===== config.mk =====
export PLATFORM = sky130hd
export DESIGN_NAME = ascii_serial_rx
export DESIGN_NICKNAME = d
export VERILOG_FILES = /design/src/rtl/ascii_serial_rx.sv
export SDC_FILE = /design/constraint.sdc
export NUM_CORES = 1
export LEC_CHECK = 0
export CAP_MARGIN = 20
export CORE_ASPECT_RATIO = 0.75
export CORE_MARGIN = 3
export CORE_UTILIZATION = 58
export CTS_CLUSTER_SIZE = 30
export DETAILED_ROUTE_END_ITERATION = 8
export PLACE_DENSITY = 0.83
export SYNTH_ARGS = -nofsm -noshare
export SYNTH_HDL_FRONTEND = slang
export SYNTH_SLANG_ARGS = --single-unit

===== constraint.sdc =====
create_clock -name clk -period 5.4 [get_ports clk]
set_input_delay 0.54 -clock clk [delete_from_list [all_inputs] [get_ports clk]]
set_output_delay 0.54 -clock clk [all_outputs]
set_load 0.05 [all_outputs]

===== src/rtl/ascii_serial_rx.sv =====
// -----------------------------------------------------------------------------
// ascii_serial_rx
//
// Front-end receiver for the ASCII-to-Braille decoder. Accepts 8N1
// asynchronous serial characters (LSB first, line idles high) and holds the
// low six bits of the most recent good character on the decoder inputs c..h
// until the next good character arrives.
//
// Parameters:
//   CLKS_PER_BIT  clock cycles per serial bit (>= 4)
//   SYNC_STAGES   flip-flop stages in the rx synchronizer (>= 2)
//
// Ports:
//   clk        system clock, rising edge
//   rst_n      asynchronous active-low reset, synchronous release expected
//   rx         serial line input
//   c..h       held character bits 5..0 (h is the LSB)
//   char_out   full held byte, for debug/display
//   valid      one-cycle pulse when the held register updates
//   frame_err  one-cycle pulse when a frame ends with a low stop bit
//   busy       high while a frame is being received
// -----------------------------------------------------------------------------
module ascii_serial_rx #(
  parameter int CLKS_PER_BIT = 434,
  parameter int SYNC_STAGES  = 2
) (
  input  logic       clk,
  input  logic       rst_n,
  input  logic       rx,
  output logic       c,
  output logic       d,
  output logic       e,
  output logic       f,
  output logic       g,
  output logic       h,
  output logic [7:0] char_out,
  output logic       valid,
  output logic       frame_err,
  output logic       busy
);

  localparam int CNT_W = $clog2(CLKS_PER_BIT);

  // Terminal counts for the baud counter. The counter runs 0..LAST, so a
  // wait of N cycles terminates when the counter reaches N-1.
  localparam logic [CNT_W-1:0] FULL_LAST = CNT_W'(CLKS_PER_BIT - 1);
  localparam logic [CNT_W-1:0] HALF_LAST = CNT_W'((CLKS_PER_BIT / 2) - 1);

  typedef enum logic [1:0] {
    IDLE  = 2'd0,
    START = 2'd1,
    DATA  = 2'd2,
    STOP  = 2'd3
  } state_t;

  // ---------------------------------------------------------------------------
  // Input synchronizer
  // ---------------------------------------------------------------------------
  // The stages reset to 1 so that the idle-high line does not look like a
  // start edge when reset is released.
  logic [SYNC_STAGES-1:0] sync_q;
  logic                   rx_s;
  logic                   rx_prev;

  // NOTE: sequential state is always written with non-blocking assignments so
  // that every flop samples the values from before the clock edge; a blocking
  // assignment here would collapse the synchronizer chain into one stage.
  always_ff @(posedge clk or negedge rst_n) begin
    if (!rst_n) begin
      sync_q  <= '1;
      rx_prev <= 1'b1;
    end else begin
      sync_q  <= {sync_q[SYNC_STAGES-2:0], rx};
      rx_prev <= rx_s;
    end
  end

  assign rx_s = sync_q[SYNC_STAGES-1];

  // A start edge needs the line to have been seen high in the previous
  // cycle. This is what keeps a line held low after a bad stop bit (break)
  // from immediately starting another frame.
  logic fall_edge;
  assign fall_edge = rx_prev & ~rx_s;

  // ---------------------------------------------------------------------------
  // Receive FSM, baud counter, shift register and held character
  // ---------------------------------------------------------------------------
  state_t           state;
  logic [CNT_W-1:0] baud_cnt;
  logic [2:0]       bit_idx;
  logic [7:0]       shreg;
  logic [7:0]       char_q;
  logic             valid_q;
  logic             ferr_q;

  logic             baud_half_done;
  logic             baud_full_done;

  assign baud_half_done = (baud_cnt == HALF_LAST);
  assign baud_full_done = (baud_cnt == FULL_LAST);

  // NOTE: the shift register and held character are small registers, not a
  // memory, so they take the same asynchronous reset as the control state;
  // this guarantees char_out reads 0 immediately when reset is asserted.
  always_ff @(posedge clk or negedge rst_n) begin
    if (!rst_n) begin
      state    <= IDLE;
      baud_cnt <= '0;
      bit_idx  <= '0;
      shreg    <= '0;
      char_q   <= '0;
      valid_q  <= 1'b0;
      ferr_q   <= 1'b0;
    end else begin
      // NOTE: the status pulses default low every cycle and are only raised
      // in the single cycle that needs them, which makes them exactly one
      // clock wide without any separate clearing logic.
      valid_q <= 1'b0;
      ferr_q  <= 1'b0;

      case (state)
        IDLE: begin
          baud_cnt <= '0;
          bit_idx  <= '0;
          if (fall_edge) begin
            state <= START;
          end
        end

        // Wait half a bit so that every later sample lands mid-bit, then
        // confirm the start bit is still low. A high line here was a glitch.
        START: begin
          if (baud_half_done) begin
            baud_cnt <= '0;
            if (!rx_s) begin
              state   <= DATA;
              bit_idx <= '0;
            end else begin
              state <= IDLE;
            end
          end else begin
            baud_cnt <= baud_cnt + 1'b1;
          end
        end

        // One sample per full bit period, assembled LSB first.
        DATA: begin
          if (baud_full_done) begin
            baud_cnt       <= '0;
            shreg[bit_idx] <= rx_s;
            if (bit_idx == 3'd7) begin
              state <= STOP;
            end else begin
              bit_idx <= bit_idx + 3'd1;
            end
          end else begin
            baud_cnt <= baud_cnt + 1'b1;
          end
        end

        // A good stop bit commits the byte; a bad one only flags the error
        // and leaves the previously held character in place.
        STOP: begin
          if (baud_full_done) begin
            baud_cnt <= '0;
            state    <= IDLE;
            if (rx_s) begin
              char_q  <= shreg;
              valid_q <= 1'b1;
            end else begin
              ferr_q <= 1'b1;
            end
          end else begin
            baud_cnt <= baud_cnt + 1'b1;
          end
        end

        default: begin
          state    <= IDLE;
          baud_cnt <= '0;
        end
      endcase
    end
  end

  // ---------------------------------------------------------------------------
  // Outputs
  // ---------------------------------------------------------------------------
  // All outputs are direct decodes of registers, so they are glitch-free and
  // change only on clock edges (or on asynchronous reset).
  assign char_out  = char_q;
  assign {c, d, e, f, g, h} = char_q[5:0];
  assign valid     = valid_q;
  assign frame_err = ferr_q;
  assign busy      = (state != IDLE);

endmodule


# == Yosys cells after proc, flatten, opt, wreduce, memory -nomap -nowiden ==
# Cells that the tools add are included.
# word_totals
regBits,35
latch_bits,0
ramBits,0
romBits,0
inputBits,3
out_inout_bits,17
word_cells,61
mem_count,0
# classes
addsub,2
mul,0
div,0
magnitude_cmp,2
eq_ne,13
shifts,0
mux,24
bitwise,2
n_reduce_logical,9
# op_table
operator,count
9-bit case mux with 3 select lines,1
9-bit two-way mux,2
"2-bit inequality test, second input constant",7
2-bit two-way mux,6
3-bit two-way mux,4
5-bit AND reduction,2
"9-bit by 1-bit adder with 9-bit output, second input constant",1
"9-bit by 8-bit == test with 1-bit output, second input constant",1
"9-bit == test, second input constant",1
3-bit case mux with 3 select lines,1
8-bit bitwise mux,1
2-bit case mux with 4 select lines,1
1-bit two-way mux,7
"2-bit == test, second input constant",2
"3-bit by 4-bit less-than comparator with 1-bit output, second input constant",1
"3-bit by 1-bit adder with 3-bit output, second input constant",1
1-bit demux with 3-bit select,1
"3-bit == test, second input constant",1
"3-bit by 1-bit greater-or-equal comparator with 1-bit output, second input constant",1
3-bit AND reduction,1
3-bit nonzero test,1
"2-bit by 1-bit == test with 1-bit output, second input constant",1
2-bit zero test,1
2-bit AND reduction,1
other kinds (5),5

# == Logic depth before layout (Yosys ltp) ==
# Gate-level depths: netlist of the first run.
# depth
depth_word,5
mapped_depth,7
ltp_nobuf,6

# == Worst setup path before layout of the first run ==
# OpenSTA, ideal clock, no wires.
# synth_timing
kind,register to register
startpoint,reg baud_cnt[1]
endpoint,reg char_q[0] (netlist: char_out[0])
setup_time_ns,0.125
arrival_ns,1.710
t_required_ns,5.275
slack_ns,3.565
path_stages_with_launch,7
n_path_buf,0
synth_period_minus_slack_ns,1.835
path_cell_list,dfrtp_1 inv_1 ha_1 and4b_2 nand4b_4 nor3_4 mux2_2
# synth_via
elab_chain_cells,2
# synth_rtl
item,line_no,source
start: declaration,90,logic [CNT_W-1:0] baud_cnt;
start signal: assignment,143,baud_cnt <= baud_cnt + 1'b1;
start signal: assignment,158,baud_cnt <= baud_cnt + 1'b1;
start signal: assignment,175,baud_cnt <= baud_cnt + 1'b1;
9-bit == test,101,assign baud_full_done = (baud_cnt == FULL_LAST);
3-bit AND reduction (no source line),-,
end signal: assignment,169,char_q <= shreg;
end: declaration,93,logic [7:0] char_q;
# Every way passes these cells.
# A chain may end at the register's enable or synchronous reset.

# == Worst setup path after layout of the first run ==
# layout_timing
startpoint,reg state[0]
endpoint,out busy
# layout_via
elab_chain_cells,1
# layout_rtl
item,line_no,source
start: declaration,89,state_t state;
start signal: assignment,108,state <= IDLE;
start signal: assignment,127,state <= START;
start signal: assignment,137,state <= DATA;
2-bit nonzero test,196,assign busy = (state != IDLE);
end: declaration,39,output logic busy
# Every way passes these cells.

==> impl_summary.md, run 1 <==
Finish
The repair_antennas step left the layout with diodes totalling 0. For this run, the share of the core covered by cells in the final layout is 71.3%. With fillers left out, the area of the finished cells amounts to 0.00190 mm². The number of nets in the layout is 161. The count of fill cells added during filler insertion is 188.

The number of standard cells in the layout, taps in and fillers out is 190. Cells with a size suffix above 1 make up 18.8% of the layout. Relative to the synthesized area, the layout overhead comes to 15.6%.

Floorplanning
During I/O placement, the number of pins put on the boundary was 20. Once the floorplan was initialized, standard cells occupied 61.7% of the core. The height of the die is 52.1 µm. The floorplan has 16 rows. The die width is 67.5 µm. The die area is 0.00351 mm². The total core area is 0.00266 mm².

Synthesis
The most common flop cell mapped by yosys is dfrtp_1. The mapped netlist covers 0.00164 mm². Yosys attributes the largest share of cell area to dfrtp_1 49%, mux2_2 10%, dfstp_2 4.8%.

Synthesis produced a netlist with a net count of 145. The Yosys warning count is 0. In the synthesized netlist the async set-or-reset flop fraction comes to 100%. The mean post-synth cell area is 12.0 µm².

The count of flip-flops with a built-in enable after synthesis is 0. After synthesis, the netlist uses 37 different library cells. The share of synthesized area in the top cell type comes to 48.7%. Counting flops and latches in the post-synthesis netlist gives 35. The largest total area in the synthesized netlist belongs to dfrtp_1. The sequential element share of the synthesized area is 53.5%. Synthesis produced a netlist whose cell count is 137.

Worst setup path
The worst path arrival time is 1780 ps. For the worst flop-to-flop path, the logic depth is 6. STA puts the critical path data required time at 4860 ps.

The register-to-register setup slack is 3170 ps. The endpoint of the worst-slack reg-to-reg timing path is bit_idx[0]. In this run the critical register-to-register path is launched from baud_cnt[0]. STA classifies the critical path startpoint as a register. The maximum net fanout on the critical path is 11. STA classifies the critical path endpoint as an output pin. The critical path class is register to output pin.

Worst hold path
The number of cells on the worst hold path is 0. The worst hold path begins at sync_q[0]. The path with the worst hold slack has its endpoint at sync_q[1]. The worst hold path belongs to the class register to register.

Clocking
The total number of H-tree levels is 2. The maximum clock insertion buffer count is 2. The clock reaches the later pin of the worst-skew pair after 280 ps. The total clock buffers created by CTS is 5. Buffers inserted to repair hold after CTS numbered 0. The TritonCTS clock tree is done.

The setup fix buffers added after clock tree synthesis is 0. Gates resized during post-CTS repair numbered 0. Clock tree synthesis found a total of 35 sinks. The cell at the root of the clock tree is clkbuf_8. The clock edge transition at the registers on the reported setup and hold paths is 60 ps.

Pwr
The power density over the cells is 297 mW/mm². Combinational logic is responsible for 15.9% of the overall power. The maximum ir drop on the vdd rail is 0.197 mV. The total chip power is 0.564 mW. The sequential share of power is 53.7%. In this run the power spent charging and discharging nets is 0.161 mW. Internal power comes to 0.404 mW. The part of the total power dissipated in the clock network is 30.4%. Of the total power, the share spent switching nets is 28.5%. The cell leakage power is 0.910 nW.

Global routing
Global routing finished with a remaining overflow of 0. The all-layer global routing usage is 19.1%. The global-route wire length before repair is 4720 µm. The initial antenna violation count is 0. The largest net degree at the start of global routing is 36.

The number of global-route vias before repair was 1006.

Detailed routing
After detailed routing, the average wire length per cell comes to 14.3 µm. In the routed layout, each cell is associated on average with a via count of 5.59. The count of antenna-violating nets left after detailed routing is 0. The total wire length after detailed routing is 2710 µm. The first detailed-routing pass ran for 4 iterations. The violation count after the first detailed-route iteration is 49. Detailed routing inserted a total of 1062 vias. The final routed DRC violation total is 0.

STA
In this run the tightest slew margin relative to its limit is 46.0%. The number of hold-slack violations in the final timing report was 0. Between clock sinks in the finished design, the worst skew comes to 4.79 ps. The worst path meets setup with 3080 ps of slack. The total of endpoints with negative setup slack in the final report is 0. The smallest hold slack is 358 ps. Setup repair after global routing left no endpoint under its margin. Dividing the final minimum period by the clock period gives 43.0%.

The summed negative setup slack over all endpoints is 0 ps. The maximum operating frequency is 430 MHz. The final critical delay including setup and external delays is 2320 ps. The final max-slew violation count is 0. For the pin with the worst max-slew slack, the measured transition is 806 ps.

Placement
The minimum setup slack after placement is 3130 ps. The count of port buffers added during placement is 19. In this run, placement finished with an instance count of 182. Routability-driven placement finished with a final weighted congestion of 0.865.

Summing all placed instances gives a cell area of 0.00182 mm². The wire-length estimate of the detail-placed layout is 2000 µm.

Outcome
The run finished with clean final reports.

Run
The number of max-capacitance violations reported is 0.
## cells in the final DEF, fill, tap and decap left out, types with 2 or more instances in the layout
master            n
dfrtp_1          32
nand4_1           5
nor4_1            2
nor2b_1           2
mux2_2           15
nand2_1           6
mux2i_1           2
nor3_1            3
nand3_1           4
nor2_1            8
clkbuf_8          5
dfstp_2           3
ha_1              5
inv_1             8
and3_1            2
clkdlybuf4s50_1  19
clkbuf_1          2
and4_1            3
a31oi_1           4
xor2_1            6
## per-layer routing
metal  up-vias  global-route usage (%)  routed length, µm
met5         -                       0                  0
met4         0                    8.75                 38
met3         7                    7.34                105
met2        24                    28.1               1260
met1       518                    24.8               1310
li1        513                       -                  -
## worst max path at each step
stage                     slack [ps]        start     endpoint
after floorplan                 3560  baud_cnt[1]  char_out[0]
after global placement          3280  baud_cnt[0]   bit_idx[0]
after detailed placement        3130  baud_cnt[0]   bit_idx[0]
after CTS                       3080     state[0]         busy
after global routing            2970  baud_cnt[0]     state[0]
final                           3080     state[0]         busy
## sequential cells by signal (all words and copies together), names as in the netlist, named ones only
| name | count |
|---|---|
| shreg | 8 |
| sync_q | 2 |
| bit_idx | 3 |
| baud_cnt | 9 |
| valid | 1 |
| rx_prev | 1 |
| char_out | 8 |
| frame_err | 1 |
| state | 1 |
## power groups by stage
stage,combinational (mW),clock (mW),sequential (mW)
after floorplan,0.0783,0,0.293
after global placement,0.0883,0,0.304
after detailed placement,0.0904,0,0.307
after CTS,0.0906,0.176,0.302
after global routing,0.101,0.195,0.307
final,0.0895,0.172,0.303
## kinds of logic after synthesis
kind of cell	synth area share (%)
buf+inv	5.94
compound gates	5.18
flops	53.5
fa+ha+maj	3.81
simple gates	16.3
mux	11.5
xor+xnor	3.73
## area by class of cell
cell class / instances / area, µm² / area share [%]
Clock inverter: 1 / 5.00 / 0.264
Tap cell: 36 / 45.0 / 2.37
Sequential cell: 35 / 880 / 46.3
Clock buffer: 7 / 76.3 / 4.02
Multi-Input combinational cell: 83 / 666 / 35.0
Inverter: 8 / 30.0 / 1.58
Timing Repair Buffer: 20 / 198 / 10.4
## synthesized netlist by cell type (2+ instances only)
master     n
dfrtp_1   32
nand4_1    5
ha_1       5
and4_1     3
nor2_1     8
mux2_2    15
xor2_1     6
nor3_1     3
and3_1     2
mux2i_1    2
nand2_1    6
nor4_1     2
nor2b_1    2
inv_1      8
nand3_1    4
buf_4      6
clkbuf_1   2
buf_2      2
dfstp_2    3
a31oi_1    4
## worst max-delay path, cell delays in order, from the launching register on
cell and delay [ps]:
dfrtp_1 490, or2_2 310, clkdlybuf4s50_1 700
Note: power is estimated with default switching activity, not from simulation.
==> run 2, diff against run 1 <==
CORE_UTILIZATION = 54   (was 58)
PLACE_DENSITY = 0.78   (was 0.83)
clock period = 2.3 ns   (was 5.4 ns; I/O delays follow)
==> run 2 against run 1 <==
Against the previous run:
- routed wire length grew 4.4%
- combinational power grew to 2.6 times the previous value
- flip-flop and latch count is the same
- core utilization shrank 1.2 points
==> impl_summary.md, run 2 (synthesis gave the netlist of run 1 again) <==
Finish
The final design utilization is 70.2%. The antenna diode count is 0. The area growth from synthesis to layout is 17.1%.

The layout cell share with drive strength beyond 1 is 20.5%. Registers take 880 µm². The register with the most flip-flops in the layout has 9 of them. The number of nets in the layout is 163. The register with the most flip-flops in the final layout is baud_cnt.

The number of standard cells in the layout, taps in and fillers out is 192. The library cell used most frequently in the layout, excluding fill and tap cells, is dfrtp_1. Leaving out fill and tap cells, the most frequent cells in the layout are 32 x dfrtp_1, 19 x clkdlybuf4s50_1, 15 x mux2_2.

The layout has 187 filler cells. The post-route cell area is 0.00192 mm². Summing all multi-input logic gate instances after layout gives 666 µm².

Clocking
The clock edge transition at the registers on the reported setup and hold paths is 70 ps. The insertion delay to the later sink of the worst-skew pair is 290 ps. The clock passes through at most 2 buffers.

The TritonCTS clock tree is done. The cell at the root of the clock tree is clkbuf_8. The total clock buffers created by CTS is 5.

The clock sink total is 35. The post-cts repair resize count is 0. In this run the post-CTS setup repair buffer count came out at 0. CTS built an H-tree with a depth of 2.

In this run, post-CTS hold repair placed 0 buffers.

STA
Setup repair after global routing left no endpoint under its margin. The summed negative setup slack over all endpoints is 0 ps. The total of endpoints with negative setup slack in the final report is 0.

The post-layout worst setup margin is 240 ps. The normalized max-slew margin is 66.5%. Hold timing on the final database bottoms out at a slack of 354 ps. The final max-slew violation count is 0. Static timing analysis puts the maximum clock frequency at 485 MHz. The measured slew at the worst slew-check pin is 500 ps. The clock period could shrink to 2060 ps. The number of hold-slack violations in the final timing report is 0. Dividing the final minimum period by the clock period gives 89.6%. The clock arrives with 7.28 ps of skew.

Global routing
The global-route wire length before repair is 4800 µm. Global routing finished with a remaining overflow of 0. Entering global routing, the biggest net connects 36 pins.

Global routing used 17.4% of the available tracks. The initial antenna violation count is 0. The number of global-route vias before repair is 982.

Worst setup path
The signal on the critical path passes through inv_1 > ha_1 > and4b_2 > nand4b_4 > nor3_4 > mux2_2. The worst setup path is captured at a register. STA puts the critical path data required time at 2470 ps. The maximum net fanout on the critical path is 9. The worst path arrival time is 2230 ps. The buffer and inverter count on the worst path is 1. The worst setup path is launched from a register.

The slowest stage of the critical path is the nor3_4 cell. The worst stage delay on the critical path is 450 ps. The worst reg-to-reg path cell count is 6.

The family with the most delay on the worst path is simple AND/OR/NAND/NOR gates. The critical path is of the register to register type. The count of cell instances traversed by the critical path is 6.

Floorplanning
The die area is 0.00375 mm². During I/O placement, the number of pins put on the boundary was 20. The initialized floorplan defines 16 standard-cell rows. The height of the die is 53.8 µm. In this run the standard cell core region covers 0.00274 mm².

The die width is 69.7 µm. Once the floorplan was initialized, standard cells occupied 59.9% of the core.

Pwr
VDD sags by at most 0.584 mV. In this run the static leakage power is 0.926 nW. The design draws 1.38 mW. Dividing total power by cell area gives a power density of 720 mW/mm².

Placement
The routability congestion estimate from global placement is 0.838. The number of instances in the placed design is 184. Summing all placed instances gives a cell area of 0.00183 mm².

The count of buffers added on input and output ports is 19. At the placement stage, the worst setup path has a slack of 231 ps. The wire-length estimate of the detail-placed layout is 2000 µm.

Detailed routing
The detail-routed via count per cell is 5.59. The vias after detailed routing is 1073. The violation count after the first detailed-route iteration is 98. In this run the remaining antenna-violating nets after routing total 0. The total wire length after detailed routing is 2830 µm.

The final routed DRC violation total is 0. The detail-routed net length per standard cell is 14.7 µm. The detailed-routing iteration count for the pre-antenna-repair pass is 4.

Outcome
The run finished with clean final reports.

Worst hold path
The tightest min-delay check is of the input port to async pin type.

Run
The number of max-capacitance violations reported is 0.
==> run 2: cell types whose count changed in the layout (fill, tap and decap cells not counted) <==
cell and change:
clkbuf_8 +1, clkbuf_1 -1, buf_4 +2
==> run 2: area by class of cell <==
class / instances / share of cell area [%]
Clock inverter: 1 / 0.260
Timing Repair Buffer: 22 / 11.1
Multi-Input combinational cell: 83 / 34.6
Tap cell: 36 / 2.34
Clock buffer: 7 / 4.49
Sequential cell: 35 / 45.7
Inverter: 8 / 1.56
==> run 2: worst register-to-register path, cell delays in order (launching register included) <==
cell      delay [ps]
dfrtp_1          420
inv_1            100
ha_1             140
and4b_2          250
nand4b_4         180
nor3_4           450
mux2_2           400
==> run 2: path summary, 6_finish.rpt <==
| path | end | slack [ps] | from |
|---|---|---|---|
| setup / recovery | char_out[6] | 240 | baud_cnt[1] |
| hold / removal | valid | 350 | rst_n |
| setup reg to reg | char_out[6] | 240 | baud_cnt[1] |
| hold reg to reg | sync_q[1] | 360 | sync_q[0] |
| max in group asynchronous | sync_q[1] | 1610 | rst_n |
| min in group clk | sync_q[0] | 350 | rx |
==> run 2: report_power, final <==
| part | switching (mW) | internal, mW | total (mW) |
|---|---|---|---|
| clock | 0.207 | 0.241 | 0.448 |
| sequential | 0.0547 | 0.650 | 0.704 |
| combinational | 0.133 | 0.0991 | 0.232 |
| total | 0.395 | 0.990 | 1.38 |
==> run 2: layer usage <==
metal | global-route usage, % | wire [µm]
met1 | 24.5 | 1350
met2 | 24.8 | 1250
met3 | 5.04 | 173
met4 | 8.60 | 55
met5 | 0 | 0
==> run 3, diff against run 2 <==
CELL_PAD_IN_SITES_DETAIL_PLACEMENT = 1   (was unset)
CELL_PAD_IN_SITES_GLOBAL_PLACEMENT = 1   (was unset)
CORE_UTILIZATION = 44   (was 54)
PLACE_DENSITY = unset   (was 0.78)
PLACE_DENSITY_LB_ADDON = 0.1   (was unset)
SKIP_CTS_REPAIR_TIMING = 1   (was unset)
==> run 3 against run 2 <==
Against the previous run:
- routed wire length increased by 20%
- clock skew increased by 1.4 ps
- clock power increased by 2%
- first-iteration DRC count decreased by 41%
- flip-flop and latch count unchanged
- sequential power increased by 0.6%
- critical path depth unchanged
- critical endpoint is now char_out[4]
- largest cell class unchanged
==> impl_summary.md, run 3 (synthesis gave the netlist of run 1 again) <==
Floorplanning
For this configuration, the core starts out at a cell density of 48.0%. The floorplan row count is 18. The die area is 0.00451 mm². The floorplan step set the die height to 58.9 µm. From left edge to right edge, the die measures 76.6 µm. The total core area is 0.00342 mm². 20 I/O pins were placed.

Finish
Leaving out filler cells and counting taps, the final layout contains 206. The most common library cell in the layout ignoring fill and taps is dfrtp_1. The area growth from synthesis to layout is 18.2%. The post-route cell area is 0.00194 mm². Measured on the finished design, the core utilization comes to 56.7%.

The layout cell share with drive strength beyond 1 is 20.5%. The flip-flop count of the largest register after layout is 9. The largest register by flop count is baud_cnt. The number of nets in the layout is 163. The top cell types in the final layout, fill and taps aside, are 32 x dfrtp_1, 19 x clkdlybuf4s50_1, 15 x mux2_2. The antenna diode count is 0.

Placement
The number of instances in the placed design is 198. The minimum setup slack after placement is 214 ps. The count of port buffers added during placement is 19. Routability-driven placement finished with a final weighted congestion of 0.746.

After legalization and detailed placement, the total HPWL measured 2420 µm. The total cell area at the placement stage is 0.00185 mm².

Clocking
In this run the clock root is driven by a clkbuf_8. The clock edge transition at the registers on the reported setup and hold paths is 70 ps. The H-tree was split into 2 levels.

The clock sink total is 35. The total clock buffers created by CTS is 5. No sink is reached through more buffers than the 2 on the longest clock path. The clock reaches the later pin of the worst-skew pair after 290 ps. The TritonCTS clock tree is done.

Pwr
The maximum ir drop on the vdd rail is 0.458 mV. For this design the ratio of total power to cell area is 722 mW/mm². The completed layout was analyzed and its total power is 1.40 mW. Summed over all cells, the static leakage comes to 0.926 nW.

Detailed routing
The vias after detailed routing is 1075. The count of antenna-violating nets left after detailed routing is 0. For this run, design rule violations remaining after detail routing come to 0.

The total wire length after detailed routing is 3400 µm. The detailed-routing iteration count for the pre-antenna-repair pass is 4. The detail-routed via count per cell is 5.22. Dividing the detail-routed wire length by the instance count gives 16.5 µm. The first routing iteration left 58 violations.

Worst setup path
In this run the worst path has a maximum fanout of 9. Data on the critical path arrives at its endpoint at 2250 ps. The worst setup path is captured at a register. The required arrival time at the worst endpoint is 2470 ps. The worst setup path is launched from a register. The critical path is of the register to register type.

STA
The clock arrives with 8.65 ps of skew. The post-layout worst setup margin is 227 ps. At the pin with the least slew margin, the transition time is 503 ps.

The normalized max-slew margin is 66.4%. The number of hold-slack violations in the final timing report was 0. The portion of the clock cycle consumed by the worst path in the final layout is 90.2%. The total of endpoints with negative setup slack in the final report is 0. Setup repair after global routing left no endpoint under its margin.

The final max-slew violation count is 0. After routing, the total negative slack on setup checks comes to 0 ps. The smallest hold slack is 349 ps. For this run, the top clock speed supported by timing is 482 MHz. The final critical delay including setup and external delays is 2070 ps.

Global routing
The number of global-route vias before repair is 1108. Global routing used 17.1% of the available tracks. Entering global routing, the biggest net connects 36 pins.

The residual overflow from global routing is 0. The initial antenna violation count is 0. The first global-routing pass estimated 5750 µm of wire.

Worst hold path
The min-delay analysis places its worst path in the category input port to async pin.

Outcome
The flow ran to the end, and the final reports show no timing, DRC or antenna violations.

Run
Max-cap violations in this run came to 0.
[run 3: final timing paths]
path | end | start | slack, ps | depth (start not counted)
max | char_out[4] | baud_cnt[1] | 230 | 6
min | state[0] | rst_n | 350 | 2
max reg2reg | char_out[4] | baud_cnt[1] | 230 | 6
min reg2reg | sync_q[1] | sync_q[0] | 360 | 0
max in group asynchronous | sync_q[1] | rst_n | 1610 | 2
min in group clk | sync_q[0] | rx | 350 | 1
[run 3: cell type report]
type / count / area, µm²
clock buffers: 7 / 86.3
fillers: 350 / 1480
repair buffers: 22 / 213
inverters: 8 / 30.0
well taps: 50 / 62.6
multi-input cells: 83 / 666
clock inverters: 1 / 5.00
flip-flops and latches: 35 / 880
[run 3: power by group]
| part | leakage (nW) | internal [mW] | switching [mW] |
|---|---|---|---|
| sequential | 0.475 | 0.649 | 0.0590 |
| clock | 0.0482 | 0.241 | 0.215 |
| combinational | 0.403 | 0.0979 | 0.140 |
| total | 0.926 | 0.989 | 0.414 |
[run 3: metal layers]
| metal | up-vias | part of all wire, % | routed length [µm] | GRT usage, % |
|---|---|---|---|---|
| li1 | 514 | - | - | - |
| met1 | 527 | 50 | 1700 | 24.2 |
| met2 | 28 | 44 | 1510 | 25.4 |
| met3 | 6 | 4.6 | 155 | 5.05 |
| met4 | 0 | 1.1 | 36 | 5.43 |
| met5 | - | 0 | 0 | 0 |
[run 3: worst max-delay path, stage by stage, from the launching register on]
cell	delay, ps
dfrtp_1	420
inv_1	100
ha_1	140
and4b_2	250
nand4b_4	180
nor3_4	460
mux2_2	400
